[config.mk]
export PLATFORM = sky130hd
export DESIGN_NAME = input_debouncer_flat
export DESIGN_NICKNAME = d
export VERILOG_FILES = /design/src/rtl/input_debouncer_if.sv /design/src/rtl/input_debouncer.sv /design/src/flat_wrapper.sv
export SDC_FILE = /design/constraint.sdc
export NUM_CORES = 1
export LEC_CHECK = 0
export BUFFER_PORTS_ARGS = -buffer_cell sky130_fd_sc_hd__buf_2
export CORE_UTILIZATION = 55
export CTS_BUF_LIST = sky130_fd_sc_hd__clkbuf_8
export DETAILED_ROUTE_END_ITERATION = 8
export PLACE_DENSITY = 0.85
export SYNTH_ARGS = -nofsm -noshare
export SYNTH_HDL_FRONTEND = slang
export SYNTH_SLANG_ARGS = --single-unit
[constraint.sdc]
create_clock -name Clk -period 2.1 [get_ports Clk]
set_clock_uncertainty 0.1 [all_clocks]
set_input_delay 0.21 -clock Clk [delete_from_list [all_inputs] [get_ports Clk]]
set_output_delay 0.21 -clock Clk [all_outputs]
set_load 0.01 [all_outputs]
[src/rtl/input_debouncer_if.sv]
// Signal bundle between a raw-input source and input_debouncer.
// The master drives the raw line and enable; the slave (the debouncer)
// returns the conditioned level, edge pulses, busy flag and glitch count.
interface input_debouncer_if #(
    parameter int GLITCH_W = 8
) ();
    logic                Raw_In;
    logic                Enable;
    logic                Clean_Out;
    logic                Rise_Pulse;
    logic                Fall_Pulse;
    logic                Busy;
    logic [GLITCH_W-1:0] Glitch_Count;

    modport master (
        output Raw_In,
        output Enable,
        input  Clean_Out,
        input  Rise_Pulse,
        input  Fall_Pulse,
        input  Busy,
        input  Glitch_Count
    );

    modport slave (
        input  Raw_In,
        input  Enable,
        output Clean_Out,
        output Rise_Pulse,
        output Fall_Pulse,
        output Busy,
        output Glitch_Count
    );
endinterface

[src/rtl/input_debouncer.sv]
// Two-flop synchronizer followed by a counter-based stability filter.
// A new synchronized level is accepted only after holding for STABLE_CYCLES
// consecutive enabled clocks; bounces that fall back early are counted as
// glitches in a saturating counter. All outputs are registered.
module input_debouncer #(
    parameter int STABLE_CYCLES = 8,
    parameter int GLITCH_W      = 8
) (
    input logic              Clk,
    input logic              Reset,
    input_debouncer_if.slave bus
);
    localparam int               CNT_W    = $clog2(STABLE_CYCLES + 1);
    localparam logic [CNT_W-1:0] CNT_LAST = CNT_W'(STABLE_CYCLES - 1);
    localparam logic [CNT_W-1:0] CNT_ONE  = CNT_W'(1);

    typedef enum logic {IDLE, QUALIFY} state_t;

    state_t              state, state_nxt;
    logic                sync1, sync2;
    logic [CNT_W-1:0]    cnt, cnt_nxt;
    logic                clean, clean_nxt;
    logic                rise, rise_nxt;
    logic                fall, fall_nxt;
    logic [GLITCH_W-1:0] glitch, glitch_nxt;

    // Saturating increment: the counter sticks at all-ones.
    function automatic logic [GLITCH_W-1:0] sat_inc(input logic [GLITCH_W-1:0] v);
        if (&v) begin
            return v;
        end
        return v + GLITCH_W'(1);
    endfunction

    // Two-stage synchronizer for the asynchronous raw input, never gated.
    always_ff @(posedge Clk or negedge Reset) begin
        if (!Reset) begin
            sync1 <= 1'b0;
            sync2 <= 1'b0;
        end else begin
            sync1 <= bus.Raw_In;
            sync2 <= sync1;
        end
    end

    // Qualification FSM: next state, counter, accepted level, pulses, glitches.
    always_comb begin
        state_nxt  = state;
        cnt_nxt    = cnt;
        clean_nxt  = clean;
        rise_nxt   = 1'b0;
        fall_nxt   = 1'b0;
        glitch_nxt = glitch;

        if (!bus.Enable) begin
            // Freezing wins over everything, including a completing qualification.
            state_nxt = IDLE;
            cnt_nxt   = '0;
        end else begin
            case (state)
                IDLE: begin
                    cnt_nxt = '0;
                    if (sync2 != clean) begin
                        if (STABLE_CYCLES == 1) begin
                            clean_nxt = sync2;
                            rise_nxt  = sync2;
                            fall_nxt  = ~sync2;
                        end else begin
                            cnt_nxt   = CNT_ONE;
                            state_nxt = QUALIFY;
                        end
                    end
                end
                QUALIFY: begin
                    if (sync2 == clean) begin
                        // Bounced back before holding long enough.
                        cnt_nxt    = '0;
                        state_nxt  = IDLE;
                        glitch_nxt = sat_inc(glitch);
                    end else if (cnt == CNT_LAST) begin
                        clean_nxt = sync2;
                        rise_nxt  = sync2;
                        fall_nxt  = ~sync2;
                        cnt_nxt   = '0;
                        state_nxt = IDLE;
                    end else begin
                        cnt_nxt = cnt + CNT_ONE;
                    end
                end
            endcase
        end
    end

    // State and output registers; reset forces everything quiet at once.
    always_ff @(posedge Clk or negedge Reset) begin
        if (!Reset) begin
            state  <= IDLE;
            cnt    <= '0;
            clean  <= 1'b0;
            rise   <= 1'b0;
            fall   <= 1'b0;
            glitch <= '0;
        end else begin
            state  <= state_nxt;
            cnt    <= cnt_nxt;
            clean  <= clean_nxt;
            rise   <= rise_nxt;
            fall   <= fall_nxt;
            glitch <= glitch_nxt;
        end
    end

    assign bus.Clean_Out    = clean;
    assign bus.Rise_Pulse   = rise;
    assign bus.Fall_Pulse   = fall;
    assign bus.Busy         = (state == QUALIFY);
    assign bus.Glitch_Count = glitch;
endmodule

[src/flat_wrapper.sv]
// flat-port wrapper written by rule: the top's interface ports become plain ports
module input_debouncer_flat 
#(
    parameter int STABLE_CYCLES = 8,
    parameter int GLITCH_W      = 8
)
  (Clk, Reset, bus_Raw_In, bus_Enable, bus_Clean_Out, bus_Rise_Pulse, bus_Fall_Pulse, bus_Busy, bus_Glitch_Count);
  input_debouncer_if #(.GLITCH_W(GLITCH_W)) bus_i ();
  input logic Clk;
  input logic Reset;
  input wire logic [$bits(bus_i.Raw_In)-1:0] bus_Raw_In;
  input wire logic [$bits(bus_i.Enable)-1:0] bus_Enable;
  output wire logic [$bits(bus_i.Clean_Out)-1:0] bus_Clean_Out;
  output wire logic [$bits(bus_i.Rise_Pulse)-1:0] bus_Rise_Pulse;
  output wire logic [$bits(bus_i.Fall_Pulse)-1:0] bus_Fall_Pulse;
  output wire logic [$bits(bus_i.Busy)-1:0] bus_Busy;
  output wire logic [$bits(bus_i.Glitch_Count)-1:0] bus_Glitch_Count;
  assign bus_i.Raw_In = bus_Raw_In;
  assign bus_i.Enable = bus_Enable;
  assign bus_Clean_Out = bus_i.Clean_Out;
  assign bus_Rise_Pulse = bus_i.Rise_Pulse;
  assign bus_Fall_Pulse = bus_i.Fall_Pulse;
  assign bus_Busy = bus_i.Busy;
  assign bus_Glitch_Count = bus_i.Glitch_Count;
  input_debouncer #(.STABLE_CYCLES(STABLE_CYCLES), .GLITCH_W(GLITCH_W)) u_core (.Clk(Clk), .Reset(Reset), .bus(bus_i));
endmodule
## Word level (Yosys, flattened, before mapping)

Cells that the tools add are included.

- Register bits after elaboration: 18
- Latch bits: 0
- Bits in writable memories: 0
- Memory bits (read-only): 0
- Input port bits: 4
- Output and inout bits: 12
- Word-level logic and storage cells: 43
- Memories kept: 0

- $add $sub $neg: 2
- Multipliers: 0
- Div/mod/pow operators: 0
- Order comparisons: 0
- Equal/unequal tests: 4
- Shifts and indexed selects: 0
- Muxes and demuxes: 23
- Bitwise logic cells: 3
- Reductions and logical operators: 3

Operators with widths:

| kind | count |
|---|---|
| $mux 1 | 17 |
| $mux 4 | 3 |
| $add 8x1->8 const B | 1 |
| $mux 8 | 1 |
| $pmux 4 s2 | 1 |
| $reduce_and 4->1 | 2 |
| $reduce_and 8->1 | 1 |
| $add 4x1->4 const B | 1 |
| $eq 4x3->1 const B | 1 |
| $not 1->1 | 3 |
| $ne 2x2->1 const B | 1 |
| $pmux 1 s2 | 1 |
| $eq 1x1->1 | 1 |
| $ne 1x1->1 | 1 |

## Logic depth before layout (Yosys ltp)

- Depth in word-level cells: 7
- Gate-level depth with buffers: 4
- Gate-level depth less buffers: 4

## Worst setup path before layout

No wires, ideal clock.

- Path type: register -> register
- Start: register u_core.glitch[0], in the netlist u_core.bus.Glitch_Count[0]
- End: register u_core.glitch[1], in the netlist u_core.bus.Glitch_Count[1]
- Library setup time: 0.125 ns
- Data arrival time: 1.556 ns
- Required time: 1.875 ns
- Setup slack: 0.319 ns
- Cell stages (with the launch flop): 5
- Buffers on the path: 0
- Clock period less this slack: 1.781 ns
- Cell sequence: dfrtp_1 -> ha_1 -> and3_2 -> a211o_2 -> mux2_4

- Cells in the longest elaborated chain, start to end: 7
- Elaborated cells between the ends (all ways): 9
- Classes of those cells: add/sub: 1; eq/ne: 1; mux: 5; reduce/logical: 2

RTL lines:

| what | line | source |
|---|---|---|
| start, declared | input_debouncer.sv:25 | `logic [GLITCH_W-1:0] glitch, glitch_nxt;` |
| start signal, assigned | input_debouncer.sv:109 | `glitch <= glitch_nxt;` |
| $reduce_and 8->1 | input_debouncer.sv:29 | `if (&v) begin` |
| $mux 1 | input_debouncer.sv:29 |  |
| $mux 1 | input_debouncer.sv:75 | `if (sync2 == clean) begin` |
| $mux 1 | input_debouncer.sv:60 | `case (state)` |
| $mux 1 | input_debouncer.sv:55 | `if (!bus.Enable) begin` |
| $ne 2x2->1 (no line) | -- |  |
| $reduce_and 4->1 (no line) | -- |  |

Parallel ways exist; a longest one is shown, timed or not. The select of a mux whose other input is x is not followed.
A chain may end at the register's enable or synchronous reset.

## Worst setup path in the final report

Same ends and word-level chain as after synthesis.

==> key figures <==
Drt
  – DRC errors left: 0
  – Final WL: ~1500 um
  – Iteration-0 DRC Markers: 8
  – Routed WL per cell: 13.7 um
  – Vias: 603
  – Final antenna-violating net count: 0
  – First-pass iteration count of the detailed router: 4
  – Vias/cell: ~5.7

Worst setup path
  – Reg2reg end: u_core.bus.Glitch_Count[1]$_DFFE_PN0P_
  – Crit end category: flop
  – Crit Reg-Reg Startpoint: u_core.bus.Glitch_Count[0]$_DFFE_PN0P_
  – Worst Path Buf+Inv: 0
  – Startpoint Class: flop
  – Setup CP Type: flop to flop
  – Worst EP required: about 2100 ps
  – Crit-path slowest cell: dfrtp_1
  – CP delay by family, top: flip-flops
  – Worst path arrival time: roughly 1900 ps
  – Crit-path max FO: 5
  – Reg2reg path depth: 4
  – Worst-path cell chain: ha_1, and3_2, a211o_2, mux2_4
  – Reg2Reg Setup Slack: 280 ps
  – CP max stage delay: 430 ps

Synth
  – Xor and xnor area share after synthesis: 8.28%
  – Sequential fraction of the synthesis area: 54.2%
  – Post-synthesis adder-cell area fraction: 3.01%
  – Post-synthesis cell count: 70
  – Synth Cell Area: 831 um2
  – Mapped Nets: 76
  – Multiplexer area fraction after synthesis: 8.43%
  – Yosys warnings: 0
  – Syn_area_per_cell: 11.9 um2
  – Count of cell types in the netlist: 28
  – Main combinational cell family by area after synthesis: simple AND/OR/NAND/NOR gates
  – Synth Area in Compound Gates: under 10%
  – Yosys reg bits: 18
  – Simple-gate share of the synthesized area: 19.1%

Die
  – Num rows: 13
  – DIE AREA: around 1700 um2
  – Core Region: 1350 um2
  – I/O pin count: 16
  – Die H: 40.9 um
  – Die width: 40.9 um
  – Initial Util: 61.5%

STA
  – Slew Limit Fails: 0
  – Max_slew headroom: between 70% and 80%
  – Final hold violations: 0
  – Final hold slack: between 100 and 150 ps
  – Minimum clock period: 1820 ps
  – Fmax achieved: 549 MHz
  – Worst-Margin Slew: 383 ps
  – RSZ-0062 raised after global routing: no
  – Final setup TNS: 0 ps
  – Final number of setup-violating endpoints: 0
  – Period utilization: 86.8%

Pwr
  – Leak: 0.495 nW
  – Power Density: 856 nW/um2
  – Worst VDD drop: 528 uV

Placed design
  – GP Congestion: 0.758
  – Placed inst area: 925 um2
  – I/O Buffers: 15
  – Detailed Place HPWL: 1020 um

Finish
  – Layout area overhead: 20.3%
  – Layout fillers: 101
  – Final Cell Area: 1000 um2
  – ANT cells: 0
  – Reg area: approximately 450 um2
  – Share of layout cells above drive strength 1: 30.8%
  – Net total in the final layout: 98
  – Multi-input gate area: around 370 um2

GRT
  – First-pass GRT wire length: 2300 um
  – Remaining Overflow, GRT: 0
  – Pin count of the biggest net entering global routing: 19
  – Vias in the first global route: 510
  – Initial antenna violation count: 0
  – Gr usage total: 22.4%

Clocking
  – Clock Path Buffers: 2
  – Worst skew pair latency: roughly 260 ps
  – Root Driver: clkbuf_8
  – Depth of the CTS H-tree: 1
  – TritonCTS clock tree: yes
  – CTS clk-pin slew, worst paths: 70 ps
  – CTS sink count: 18
  – Number of buffers created by CTS: 3
  – # Post-CTS Setup Buffers: 0
  – Post_cts resized: 0

Job
  – Total of max-cap violations: 0

Hold path
  – HP Class: primary input to flop
  – Hold Crit Depth: 3
  – Hold Crit Start: bus_Enable
  – Hold endpoint: u_core.cnt[0]$_DFF_PN0_

Outcome
  – Outcome: finished clean
per-stage QoR:
step	power, mW	util, %	instances	setup slack (ps)
2_1_floorplan	0.512	-	70	319
3_3_place_gp	0.566	68.5	100	335
3_5_place_dp	0.576	68.5	100	303
4_1_cts	0.864	74.1	106	278
5_1_grt	0.905	74.1	106	193
6_report	0.855	74.1	106	277
worst reg2reg max path: cells and delay by family (launching register included):
| kind | cells | cell delay (ps) |
|---|---|---|
| mux | 1 | 300 |
| simple gates | 1 | 260 |
| compound gates | 1 | 370 |
| flops | 1 | 430 |
| fa+ha+maj | 1 | 250 |
cells by family (layout without fill, tap and decap cells):
kind of cell | after synthesis | after routing
AOI/OAI and AO/OA | 6 | 6
DFF | 18 | 18
adders and majority gates | 2 | 2
and+or+nand+nor | 29 | 29
buffers and inverters | 2 | 23
xor gates and xnor gates | 7 | 7
muxes | 6 | 6
synth_stat cells (all sizes together):
library cell   n  area [um2]
and4           2        17.5
o21ai          1        5.00
nor4           1        6.26
xor2           4        42.6
and3           2        13.8
a211o          1        10.0
a211oi         1        7.51
mux2           5        60.1
dfrtp         18         450
nor3           4        20.0
nand3b         1        7.51
nand2          4        15.0
a21oi          1        5.00
xnor2          3        26.3
ha             2        25.0
and3b          1        8.76
nand2b         2        12.5
o21a           1        7.51
nor2           4        15.0
a2111oi        1        15.0
inv            2        7.51
and2           1        6.26
nand4          1        6.26
mux2i          1        10.0
nand3          6        30.0
registers in the layout, summed over array words and instances (netlist names):
signal                   count
u_core.bus.Glitch_Count      8
u_core.cnt                   4
u_core.bus.Busy              1
u_core.bus.Clean_Out         1
u_core.bus.Fall_Pulse        1
u_core.bus.Rise_Pulse        1
u_core.sync1                 1
u_core.sync2                 1
where the power goes:
part,internal [mW],switching (mW),total (mW),leakage (nW)
Sequential,0.383,0.0507,0.434,0.234
Clock,0.167,0.117,0.283,0.0288
Combinational,0.0706,0.0677,0.138,0.233
what timing repair did:
action | 4_1_cts | 5_1_grt
endpoints found under the setup margin | 0 | 0
hold buffers | 2 | 0
hold endpoints to repair | 19 | 0
how the worst max path moves through the flow:
stage	slack (ps)	endpoint	start	cells past startpoint
after global routing	190	u_core.bus.Glitch_Count[1]$_DFFE_PN0P_	u_core.bus.Glitch_Count[0]$_DFFE_PN0P_	4
final	280	u_core.bus.Glitch_Count[1]$_DFFE_PN0P_	u_core.bus.Glitch_Count[0]$_DFFE_PN0P_	4
after global placement	340	u_core.bus.Glitch_Count[1]$_DFFE_PN0P_	u_core.bus.Glitch_Count[0]$_DFFE_PN0P_	4
after detailed placement	300	u_core.bus.Glitch_Count[1]$_DFFE_PN0P_	u_core.bus.Glitch_Count[0]$_DFFE_PN0P_	4
after CTS	280	u_core.bus.Glitch_Count[1]$_DFFE_PN0P_	u_core.bus.Glitch_Count[0]$_DFFE_PN0P_	4
after floorplan	320	u_core.bus.Glitch_Count[1]$_DFFE_PN0P_	u_core.bus.Glitch_Count[0]$_DFFE_PN0P_	4
cell type report:
cell class	count	share of cell area (%)
Timing Repair Buffer	17	9.51
Clock buffer	4	5.51
Tap cell	15	1.88
Multi-Input combinational cell	50	37.3
Inverter	2	0.751
Sequential cell	18	45.1
per-layer routing:
| metal | vias to the layer above | GRT usage (%) | part of all wire, % |
|---|---|---|---|
| li1 | 289 | - | - |
| met1 | 292 | 30.8 | 51 |
| met2 | 18 | 30.9 | 43 |
| met3 | 4 | 4.89 | 4.0 |
| met4 | 0 | 15.0 | 2.4 |
| met5 | - | 0 | 0 |
cell usage in the layout, fill, tap and decap left out:
| cell type | count |
|---|---|
| xor2_1 | 3 |
| o21ai_0 | 1 |
| and3_2 | 1 |
| and3b_1 | 1 |
| xnor2_1 | 3 |
| mux2_4 | 1 |
| a211o_2 | 1 |
| nand4_1 | 1 |
| dlygate4sd3_1 | 2 |
| nand3b_1 | 1 |
| nor2_1 | 4 |
| and3_1 | 1 |
| o21a_1 | 1 |
| a211oi_1 | 1 |
| and2_1 | 1 |
| nor3_1 | 4 |
| nand2_1 | 4 |
| mux2_2 | 4 |
| buf_2 | 15 |
| nand2b_1 | 2 |
| a2111oi_2 | 1 |
| ha_1 | 2 |
| xor2_2 | 1 |
| mux2i_1 | 1 |
| dfrtp_1 | 18 |
| a21oi_1 | 1 |
| nor4_1 | 1 |
| and4_1 | 2 |
| inv_1 | 2 |
| nand3_1 | 6 |
| clkbuf_8 | 4 |
Power figures use the tool's default switching activity.
